<file path="src/rtl/decode_irq_stage_if.sv">
// ---------------------------------------------------------------------------
// decode_irq_stage_if
// Purpose : groups the fetch-side inputs (instruction, handshake, interrupt
//           requests) and the execute-side control bundle of the decode stage.
// Signals : ir / ir_valid / stall / flush / irq        fetch -> decode
//           out_valid, register addresses, ALU/memory/branch controls,
//           trap / trap_idx / illegal, ie / in_isr      decode -> execute
// Modports: master drives the fetch side and observes the bundle (testbench,
//           fetch stage); slave is the decode stage itself.
// ---------------------------------------------------------------------------
interface decode_irq_stage_if #(
  parameter int OFFSET_W  = 16,
  parameter int ALU_CON_W = 8,
  parameter int NUM_IRQ   = 4,
  parameter int IRQ_IDX_W = 3
);
  logic [15:0]          ir;
  logic                 ir_valid;
  logic                 stall;
  logic                 flush;
  logic [NUM_IRQ-1:0]   irq;

  logic                 out_valid;
  logic [2:0]           rd_adr1;
  logic [2:0]           rd_adr2;
  logic [2:0]           wr_adr;
  logic                 reg_write;
  logic                 alu_src2;
  logic [ALU_CON_W-1:0] alu_con;
  logic [OFFSET_W-1:0]  offset;
  logic                 mem_write;
  logic                 mem_to_reg;
  logic                 branch;
  logic [3:0]           branch_cond;
  logic                 trap;
  logic [IRQ_IDX_W-1:0] trap_idx;
  logic                 illegal;
  logic                 ie;
  logic                 in_isr;

  modport master (
    output ir, ir_valid, stall, flush, irq,
    input  out_valid, rd_adr1, rd_adr2, wr_adr, reg_write, alu_src2, alu_con,
           offset, mem_write, mem_to_reg, branch, branch_cond, trap, trap_idx,
           illegal, ie, in_isr
  );

  modport slave (
    input  ir, ir_valid, stall, flush, irq,
    output out_valid, rd_adr1, rd_adr2, wr_adr, reg_write, alu_src2, alu_con,
           offset, mem_write, mem_to_reg, branch, branch_cond, trap, trap_idx,
           illegal, ie, in_isr
  );
endinterface

</file>
<file path="src/rtl/decode_irq_stage.sv">
// ---------------------------------------------------------------------------
// decode_irq_stage
// Purpose : registered decode stage of the 16-bit RISC core with an
//           integrated prioritised interrupt sequencer. One instruction per
//           cycle becomes an execute-stage control bundle one cycle later;
//           when interrupts are enabled and a request is pending, a trap slot
//           is injected instead of decoding ir (fetch keeps ir stable).
// Ports   : clk    rising-edge clock
//           rst_n  asynchronous active-low reset
//           bus    decode_irq_stage_if.slave (fetch inputs, control bundle,
//                  ie / in_isr status)
// ---------------------------------------------------------------------------
module decode_irq_stage #(
  parameter int OFFSET_W  = 16,
  parameter int ALU_CON_W = 8,
  parameter int NUM_IRQ   = 4,
  parameter int IRQ_IDX_W = 3
) (
  input logic               clk,
  input logic               rst_n,
  decode_irq_stage_if.slave bus
);

  typedef enum logic [0:0] {
    IDLE   = 1'b0,
    IN_ISR = 1'b1
  } state_t;

  typedef struct packed {
    logic                 out_valid;
    logic [2:0]           rd_adr1;
    logic [2:0]           rd_adr2;
    logic [2:0]           wr_adr;
    logic                 reg_write;
    logic                 alu_src2;
    logic [ALU_CON_W-1:0] alu_con;
    logic [OFFSET_W-1:0]  offset;
    logic                 mem_write;
    logic                 mem_to_reg;
    logic                 branch;
    logic [3:0]           branch_cond;
    logic                 trap;
    logic [IRQ_IDX_W-1:0] trap_idx;
    logic                 illegal;
  } bundle_t;

  state_t             state_q, state_d;
  bundle_t            bundle_q, bundle_d;
  logic               ie_q, ie_d;
  logic [NUM_IRQ-1:0] pending_q, pending_d;
  logic [NUM_IRQ-1:0] clr_s;
  logic               trap_go_s;
  logic [3:0]         op_s;

  // Lowest-numbered pending channel has the highest priority.
  function automatic logic [IRQ_IDX_W-1:0] lowest_idx(input logic [NUM_IRQ-1:0] p);
    lowest_idx = '0;
    for (int i = NUM_IRQ - 1; i >= 0; i--) begin
      if (p[i]) begin
        lowest_idx = IRQ_IDX_W'(i);
      end else begin
        lowest_idx = lowest_idx;
      end
    end
  endfunction

  assign op_s = bus.ir[15:12];

  // Next-slot selection: hold on stall, trap injection, bubble, or decode.
  always_comb begin
    bundle_d  = '0;
    ie_d      = ie_q;
    state_d   = state_q;
    clr_s     = '0;
    trap_go_s = (state_q == IDLE) && ie_q && (|pending_q) && !bus.stall && !bus.flush;
    if (bus.stall) begin
      bundle_d = bundle_q;
    end else if (trap_go_s) begin
      // Trap wins over whatever ir holds; ir is replayed after the trap slot.
      bundle_d.out_valid = 1'b1;
      bundle_d.trap      = 1'b1;
      bundle_d.trap_idx  = lowest_idx(pending_q);
      clr_s              = NUM_IRQ'(1) << lowest_idx(pending_q);
      ie_d               = 1'b0;
      state_d            = IN_ISR;
    end else if (bus.flush || !bus.ir_valid) begin
      bundle_d = '0;
    end else begin
      bundle_d.out_valid = 1'b1;
      case (op_s)
        4'd0: begin
          bundle_d.out_valid = 1'b1;
        end
        4'd1: begin
          bundle_d.wr_adr    = bus.ir[11:9];
          bundle_d.rd_adr1   = bus.ir[8:6];
          bundle_d.rd_adr2   = bus.ir[5:3];
          bundle_d.reg_write = 1'b1;
          bundle_d.alu_con   = ALU_CON_W'(1) << bus.ir[2:0];
        end
        4'd2: begin
          bundle_d.wr_adr    = bus.ir[11:9];
          bundle_d.rd_adr1   = bus.ir[8:6];
          bundle_d.rd_adr2   = bus.ir[5:3];
          bundle_d.reg_write = 1'b1;
          bundle_d.alu_src2  = 1'b1;
          bundle_d.offset    = {{(OFFSET_W-6){bus.ir[5]}}, bus.ir[5:0]};
          bundle_d.alu_con   = ALU_CON_W'(1);
        end
        4'd3: begin
          bundle_d.wr_adr     = bus.ir[11:9];
          bundle_d.rd_adr1    = bus.ir[8:6];
          bundle_d.alu_src2   = 1'b1;
          bundle_d.offset     = {{(OFFSET_W-6){bus.ir[5]}}, bus.ir[5:0]};
          bundle_d.alu_con    = ALU_CON_W'(1);
          bundle_d.reg_write  = 1'b1;
          bundle_d.mem_to_reg = 1'b1;
        end
        4'd4: begin
          bundle_d.rd_adr1   = bus.ir[8:6];
          bundle_d.rd_adr2   = bus.ir[11:9];
          bundle_d.alu_src2  = 1'b1;
          bundle_d.offset    = {{(OFFSET_W-6){bus.ir[5]}}, bus.ir[5:0]};
          bundle_d.alu_con   = ALU_CON_W'(1);
          bundle_d.mem_write = 1'b1;
        end
        4'd5: begin
          bundle_d.branch      = 1'b1;
          bundle_d.branch_cond = bus.ir[11:8];
          bundle_d.offset      = {{(OFFSET_W-8){bus.ir[7]}}, bus.ir[7:0]};
        end
        4'd6: begin
          ie_d = 1'b1;
        end
        4'd7: begin
          ie_d = 1'b0;
        end
        4'd8: begin
          ie_d    = 1'b1;
          state_d = IDLE;
        end
        default: begin
          bundle_d.illegal = 1'b1;
        end
      endcase
    end
    // A request arriving on the same edge as its clear must survive.
    pending_d = (pending_q & ~clr_s) | bus.irq;
  end

  // Sequencer state, interrupt enable, pending latch and output bundle.
  always_ff @(posedge clk or negedge rst_n) begin
    if (!rst_n) begin
      state_q   <= IDLE;
      ie_q      <= 1'b0;
      pending_q <= '0;
      bundle_q  <= '0;
    end else begin
      state_q   <= state_d;
      ie_q      <= ie_d;
      pending_q <= pending_d;
      bundle_q  <= bundle_d;
    end
  end

  assign bus.out_valid   = bundle_q.out_valid;
  assign bus.rd_adr1     = bundle_q.rd_adr1;
  assign bus.rd_adr2     = bundle_q.rd_adr2;
  assign bus.wr_adr      = bundle_q.wr_adr;
  assign bus.reg_write   = bundle_q.reg_write;
  assign bus.alu_src2    = bundle_q.alu_src2;
  assign bus.alu_con     = bundle_q.alu_con;
  assign bus.offset      = bundle_q.offset;
  assign bus.mem_write   = bundle_q.mem_write;
  assign bus.mem_to_reg  = bundle_q.mem_to_reg;
  assign bus.branch      = bundle_q.branch;
  assign bus.branch_cond = bundle_q.branch_cond;
  assign bus.trap        = bundle_q.trap;
  assign bus.trap_idx    = bundle_q.trap_idx;
  assign bus.illegal     = bundle_q.illegal;
  assign bus.ie          = ie_q;
  assign bus.in_isr      = (state_q == IN_ISR);

endmodule

</file>
<file path="src/flat_wrapper.sv">
// flat-port wrapper written by rule: the top's interface ports become plain ports
module decode_irq_stage_flat 
#(
  parameter int OFFSET_W  = 16,
  parameter int ALU_CON_W = 8,
  parameter int NUM_IRQ   = 4,
  parameter int IRQ_IDX_W = 3
)
  (clk, rst_n, bus_ir, bus_ir_valid, bus_stall, bus_flush, bus_irq, bus_out_valid, bus_rd_adr1, bus_rd_adr2, bus_wr_adr, bus_reg_write, bus_alu_src2, bus_alu_con, bus_offset, bus_mem_write, bus_mem_to_reg, bus_branch, bus_branch_cond, bus_trap, bus_trap_idx, bus_illegal, bus_ie, bus_in_isr);
  decode_irq_stage_if #(.OFFSET_W(OFFSET_W), .ALU_CON_W(ALU_CON_W), .NUM_IRQ(NUM_IRQ), .IRQ_IDX_W(IRQ_IDX_W)) bus_i ();
  input logic clk;
  input logic rst_n;
  input wire logic [$bits(bus_i.ir)-1:0] bus_ir;
  input wire logic [$bits(bus_i.ir_valid)-1:0] bus_ir_valid;
  input wire logic [$bits(bus_i.stall)-1:0] bus_stall;
  input wire logic [$bits(bus_i.flush)-1:0] bus_flush;
  input wire logic [$bits(bus_i.irq)-1:0] bus_irq;
  output wire logic [$bits(bus_i.out_valid)-1:0] bus_out_valid;
  output wire logic [$bits(bus_i.rd_adr1)-1:0] bus_rd_adr1;
  output wire logic [$bits(bus_i.rd_adr2)-1:0] bus_rd_adr2;
  output wire logic [$bits(bus_i.wr_adr)-1:0] bus_wr_adr;
  output wire logic [$bits(bus_i.reg_write)-1:0] bus_reg_write;
  output wire logic [$bits(bus_i.alu_src2)-1:0] bus_alu_src2;
  output wire logic [$bits(bus_i.alu_con)-1:0] bus_alu_con;
  output wire logic [$bits(bus_i.offset)-1:0] bus_offset;
  output wire logic [$bits(bus_i.mem_write)-1:0] bus_mem_write;
  output wire logic [$bits(bus_i.mem_to_reg)-1:0] bus_mem_to_reg;
  output wire logic [$bits(bus_i.branch)-1:0] bus_branch;
  output wire logic [$bits(bus_i.branch_cond)-1:0] bus_branch_cond;
  output wire logic [$bits(bus_i.trap)-1:0] bus_trap;
  output wire logic [$bits(bus_i.trap_idx)-1:0] bus_trap_idx;
  output wire logic [$bits(bus_i.illegal)-1:0] bus_illegal;
  output wire logic [$bits(bus_i.ie)-1:0] bus_ie;
  output wire logic [$bits(bus_i.in_isr)-1:0] bus_in_isr;
  assign bus_i.ir = bus_ir;
  assign bus_i.ir_valid = bus_ir_valid;
  assign bus_i.stall = bus_stall;
  assign bus_i.flush = bus_flush;
  assign bus_i.irq = bus_irq;
  assign bus_out_valid = bus_i.out_valid;
  assign bus_rd_adr1 = bus_i.rd_adr1;
  assign bus_rd_adr2 = bus_i.rd_adr2;
  assign bus_wr_adr = bus_i.wr_adr;
  assign bus_reg_write = bus_i.reg_write;
  assign bus_alu_src2 = bus_i.alu_src2;
  assign bus_alu_con = bus_i.alu_con;
  assign bus_offset = bus_i.offset;
  assign bus_mem_write = bus_i.mem_write;
  assign bus_mem_to_reg = bus_i.mem_to_reg;
  assign bus_branch = bus_i.branch;
  assign bus_branch_cond = bus_i.branch_cond;
  assign bus_trap = bus_i.trap;
  assign bus_trap_idx = bus_i.trap_idx;
  assign bus_illegal = bus_i.illegal;
  assign bus_ie = bus_i.ie;
  assign bus_in_isr = bus_i.in_isr;
  decode_irq_stage #(.OFFSET_W(OFFSET_W), .ALU_CON_W(ALU_CON_W), .NUM_IRQ(NUM_IRQ), .IRQ_IDX_W(IRQ_IDX_W)) u_core (.clk(clk), .rst_n(rst_n), .bus(bus_i));
endmodule
</file>
<file path="config.mk">
export PLATFORM = sky130hd
export DESIGN_NAME = decode_irq_stage_flat
export DESIGN_NICKNAME = d
export VERILOG_FILES = /design/src/rtl/decode_irq_stage_if.sv /design/src/rtl/decode_irq_stage.sv /design/src/flat_wrapper.sv
export SDC_FILE = /design/constraint.sdc
export NUM_CORES = 1
export LEC_CHECK = 0
export BUFFER_PORTS_ARGS = -buffer_cell sky130_fd_sc_hd__buf_2
export CAP_MARGIN = 20
export CORE_MARGIN = 3
export CORE_UTILIZATION = 40
export DETAILED_ROUTE_END_ITERATION = 12
export GPL_ROUTABILITY_DRIVEN = 0
export HOLD_SLACK_MARGIN = 0.06
export PLACE_DENSITY = 0.67
export SETUP_SLACK_MARGIN = 0.15
export SLEW_MARGIN = 20
export SYNTH_ARGS = -nofsm -noshare
export SYNTH_HDL_FRONTEND = slang
export SYNTH_SLANG_ARGS = --single-unit
</file>
<file path="constraint.sdc">
create_clock -name clk -period 2.34 [get_ports clk]
set_input_delay 0.234 -clock clk [delete_from_list [all_inputs] [get_ports clk]]
set_output_delay 0.234 -clock clk [all_outputs]
set_load 0.01 [all_outputs]
</file>
[After elaboration in Yosys (flattened, before gate mapping)]
Index checks and enable logic that the tools add are counted.
W data, S select, Z words.
Storage, ports and cells
  bits in registers: 54
  input port bits: 25
  output and inout port bits: 50
  word-level logic and storage cells: 84
Cells by class
  equality and inequality tests: 9
  shift operators: 2
  mux-type cells: 30
  bitwise operators: 5
  reduce and logical (&&, ||, !) cells: 20
Operators with widths (count)
  $mux W43: 1
  $mux W42: 1
  $pmux W16 S2: 1
  $eq A4 B3 Y1 const B: 4
  $mux W4: 4
  $pmux W8 S2: 1
  $mux W1: 12
  $mux W3: 3
  $reduce_or A9 Y1: 1
  $eq A4 B2 Y1 const B: 2
  $mux W2: 4
  $reduce_or A4 Y1: 2
  $shl A1 B3 Y8 const A: 1
  $pmux W3 S2: 1
  $reduce_and A3 Y1: 2
  $reduce_or A3 Y1: 2
  $mux W5: 1
  $and A4 B4 Y4: 1
  $eq A4 B1 Y1 const B: 1
  $eq A4 B4 Y1 const B: 1
  $logic_and A1 B1 Y1: 4
  $logic_not A4 Y1: 1
  $not A4 Y4: 1
  $or A4 B4 Y4: 1
  other kinds (9): 13

[Longest topological paths before layout]
  depth in word-level cells: 13
  mapped depth: 5
  mapped depth without buffers: 3

[Least setup slack after synthesis]
OpenSTA, ideal clock, no wires.
  kind: reg2reg
  start point: register u_core.pending_q[3]
  end point: register u_core.bundle_q, in the netlist u_core.bus.offset[3]
  library setup time: 0.068 ns
  data arrival time: 1.590 ns
  required time: 2.272 ns
  slack: 0.682 ns
  stages on the path, launching flop included: 5
  path buffers: 1
  clock period less this slack: 1.658 ns
  cell sequence: dfrtp_1 > or4_4 > a211oi_2 > buf_4 > a32o_1
Between the ends
  longest elaborated chain between the ends: 5
Ends and longest elaborated chain
  from (decl): RTL line decode_irq_stage.sv:50  | logic [NUM_IRQ-1:0] pending_q, pending_d;
  from (signal assigned): RTL line decode_irq_stage.sv:161  | pending_q <= pending_d;
  $reduce_or A4 Y1: RTL line decode_irq_stage.sv:75  | trap_go_s = (state_q == IDLE) && ie_q && (|pending_q) && !bus.stall && !bus.flush;
  $logic_and A1 B1 Y1 (3 in series): RTL line decode_irq_stage.sv:75
  $mux W42: RTL line decode_irq_stage.sv:78  | end else if (trap_go_s) begin
  to (signal assigned): RTL line decode_irq_stage.sv:162  | bundle_q <= bundle_d;
  to (decl): RTL line decode_irq_stage.sv:48  | bundle_t bundle_q, bundle_d;
Every way passes these cells.
A chain may end at the register's enable or synchronous reset.

[Worst setup path in the final report]
  start point: register u_core.pending_q[2]
  end point: register u_core.bundle_q, in the netlist u_core.bus.mem_to_reg
The elaborated chain is that of the path after synthesis.

==> results.md <==
* Status: finished, final reports clean
* Max Fclk at 563 MHz
* Seq cells post-synth at 45
* First-pass GRT wire length at 8200 um
* Core area at 4910 um2
* IO Port Bufs at 73
* Max_slew headroom at 55.7%
* Max FO, Critical Path at 6
* Post-route ant nets at 0
* Final Worst Setup Slack at 565 ps
* Average routed wire per standard cell at 16.4 um
* Synth area leader: dfrtp_1
* LEAKAGE at 1.26 nW
* Inst Count DP at 305
* Remaining Overflow, GRT at 0
* R2R cell count at 3
* Most common cell after layout, fill and taps aside: buf_2
* Mux share of post-synthesis cell area at 0%
* Post-synthesis sequential area ratio at 53.6%
* Critical path class: reg2reg
* Share of post-route cells with drive strength above 1 at 36.6%
* CP required at 2530 ps
* Crit path launch type: flop
* Most frequent cells in the layout: buf_2, dfrtp_1, a32o_1, nand2_1, o21ai_0
* Post-synthesis xor/xnor area fraction at less than 1%
* FFs w/ async S/R, synth at 100%
* Period Utilization, post-route at 75.8%
* Pwr per Cell Area at 604 nW/um2
* Fin. max-slew vios at 0
* Area contributors post-synth: dfrtp_1, a32o_1, buf_4
* Largest family of logic cells by synthesized area: compound AO/OA/AOI/OAI gates
* Critical Path Sink: u_core.bus.mem_to_reg$_DFFE_PN0N_
* Number of global-route vias before repair at between 1,500 and 2,000
* Max Cap Violations at 0
* Maximum vdd ir drop at 0.000257 V
* Avg Cell Area, Syn at 11.5 um2
* Largest net degree at the start of global routing at 32
* Cell count after synthesis at ~180
* H-tree levels at 2
* Logic pwr share at 14.0%
* Die width at ~80 um
* Clk root buf: clkbuf_8
* Final Hold Fails at 0
* Worst Setup End Kind: flop
* TritonCTS clock tree: done
* Worst-margin pin slew at 659 ps
* Sum Neg Setup Slack at 0 ps
* Post-CTS Resized at 0
* Synth-to-layout area growth at 21.1%
* NumNets Final at 271
* # IOs at 75
* Post-synth EDFFs at 0
* R2R Path Start: u_core.pending_q[2]$_DFF_PN0_
* Int Pwr at between 1 and 1.5 mW
* Clock share of power at 31.4%
* DR iter-0 viols at 110
* Endpoints failing setup at 0
* Fin cells at 313
* Die H at 78.5 um
* Post-Syn Area at 2100 um2
* Die area at 6160 um2
* Initial antenna violation count at 0
* ANT cells at 0
* Starting density of the core at 42.8%
* Yosys top cell area share at 53.6%
* RR Endpoint: u_core.bus.mem_to_reg$_DFFE_PN0N_
* Worst-Skew Late Latency at 300 ps
* R2R Setup Slk at 570 ps
* Tmin final at 1770 ps
* Reg power frac at 54.6%
* Hpwl dp at roughly 3700 um
* Post-synthesis adder-cell area fraction at 0%
* 1st-pass router iterations at 6
* Post-Place Cell Area at 2450 um2
* Worst setup path start: u_core.pending_q[2]$_DFF_PN0_
* Sw Pwr at 0.405 mW
* # DRC at 0
* CP Data Arrival Time at 1960 ps
* Clk sinks at between 40 and 50
* Vias per Instance at between 5 and 6
* Simple-Gate Fraction of Synth Area at between 10% and 20%
* GRT Util Overall at 17.0%
* Net Sw Frac at 26.3%
* Netlist cell types at 44
* Post-synth net total at 207
* Row Count at 25
* WL final at 5130 um
* CTS Buf Count at 5
* Syn. warnings at 0
* Synth Area in Compound Gates at 23.4%
* Clock Pin Slew Worst Setup and Hold Paths at roughly 70 ps
* Final instance area at roughly 2500 um2
* HP Class: in2reg
* Worst-case clock buffer depth at 2
* Via count at about 1,700
* Pre-CTS setup slack at 597 ps
* Setup Skew at 5.17 ps
* Top_reg_cell synth: dfrtp_1
* RSZ-0062 raised after global routing: no
## per-layer routing
layer / vias to the layer above / GRT usage, % / wire [um]
met5: - / 0 / 0
met4: 0 / 5.94 / 70
met3: 6 / 3.90 / 239
met2: 41 / 25.2 / 2390
met1: 850 / 24.3 / 2430
li1: 814 / - / -
## cell type report
| class | count | area, um2 |
|---|---|---|
| repair buffers | 78 | 405 |
| well taps | 67 | 83.8 |
| inverters | 1 | 3.75 |
| multi-input cells | 115 | 840 |
| clock buffers | 7 | 86.3 |
| flip-flops and latches | 45 | 1130 |
| fillers | 482 | 2370 |
## synthesized netlist by cell type, types with 4 or more instances
library cell	instances
clkbuf_1	8
dfrtp_1	45
nand2_1	16
nand2b_1	4
o21ai_0	7
a21o_1	5
a32o_1	18
buf_4	10
o21ai_1	6
nor2_1	4
a22o_1	5
## power by group through the flow
stage                     Combinational (mW)  Sequential, mW  Clock, mW
final                                  0.215           0.840      0.483
after global routing                   0.239           0.846      0.526
after CTS                              0.219           0.840      0.495
after detailed placement               0.216           0.856          0
after global placement                 0.215           0.856          0
after floorplan                        0.105           0.864          0
## worst min path at each step
stage                     slack (ps)  cells past startpoint       start                           endpoint
after floorplan                  -60                      0       rst_n  u_core.bus.alu_con[0]$_DFFE_PN0N_
after global placement            40                      1       rst_n        u_core.bus.trap$_DFFE_PN0N_
after detailed placement          40                      1       rst_n        u_core.bus.trap$_DFFE_PN0N_
after CTS                        110                      2  bus_irq[1]      u_core.pending_q[1]$_DFF_PN0_
after global routing             110                      2  bus_irq[2]      u_core.pending_q[2]$_DFF_PN0_
final                            110                      2  bus_irq[1]      u_core.pending_q[1]$_DFF_PN0_
## cell families after synthesis
| group | Yosys count |
|---|---|
| AOI/OAI and AO/OA | 61 |
| and+or+nand+nor | 51 |
| DFF | 45 |
| buffers and inverters | 22 |
| xor gates and xnor gates | 2 |
| other | 1 |
## critical path, cell delays in order (launching register included)
cell,delay [ps]
dfrtp_1,440
nor4_1,610
o21ai_1,260
o41ai_1,350
## stage by stage
stage / utilization (%) / power (mW) / hold slack, ps
CTS: 51.8 / 1.55 / 106
finish: 51.8 / 1.54 / 111
global route: 51.8 / 1.61 / 110
global placement: 49.9 / 1.07 / 36.2
floorplan: - / 0.969 / -61.6
detailed placement: 49.9 / 1.07 / 37.4
## timing repair
item,4_1_cts,5_1_grt
hold buffers,1,0
endpoints found under the hold margin,45,0
setup buffers,0,0
Power figures use the tool's default switching activity.
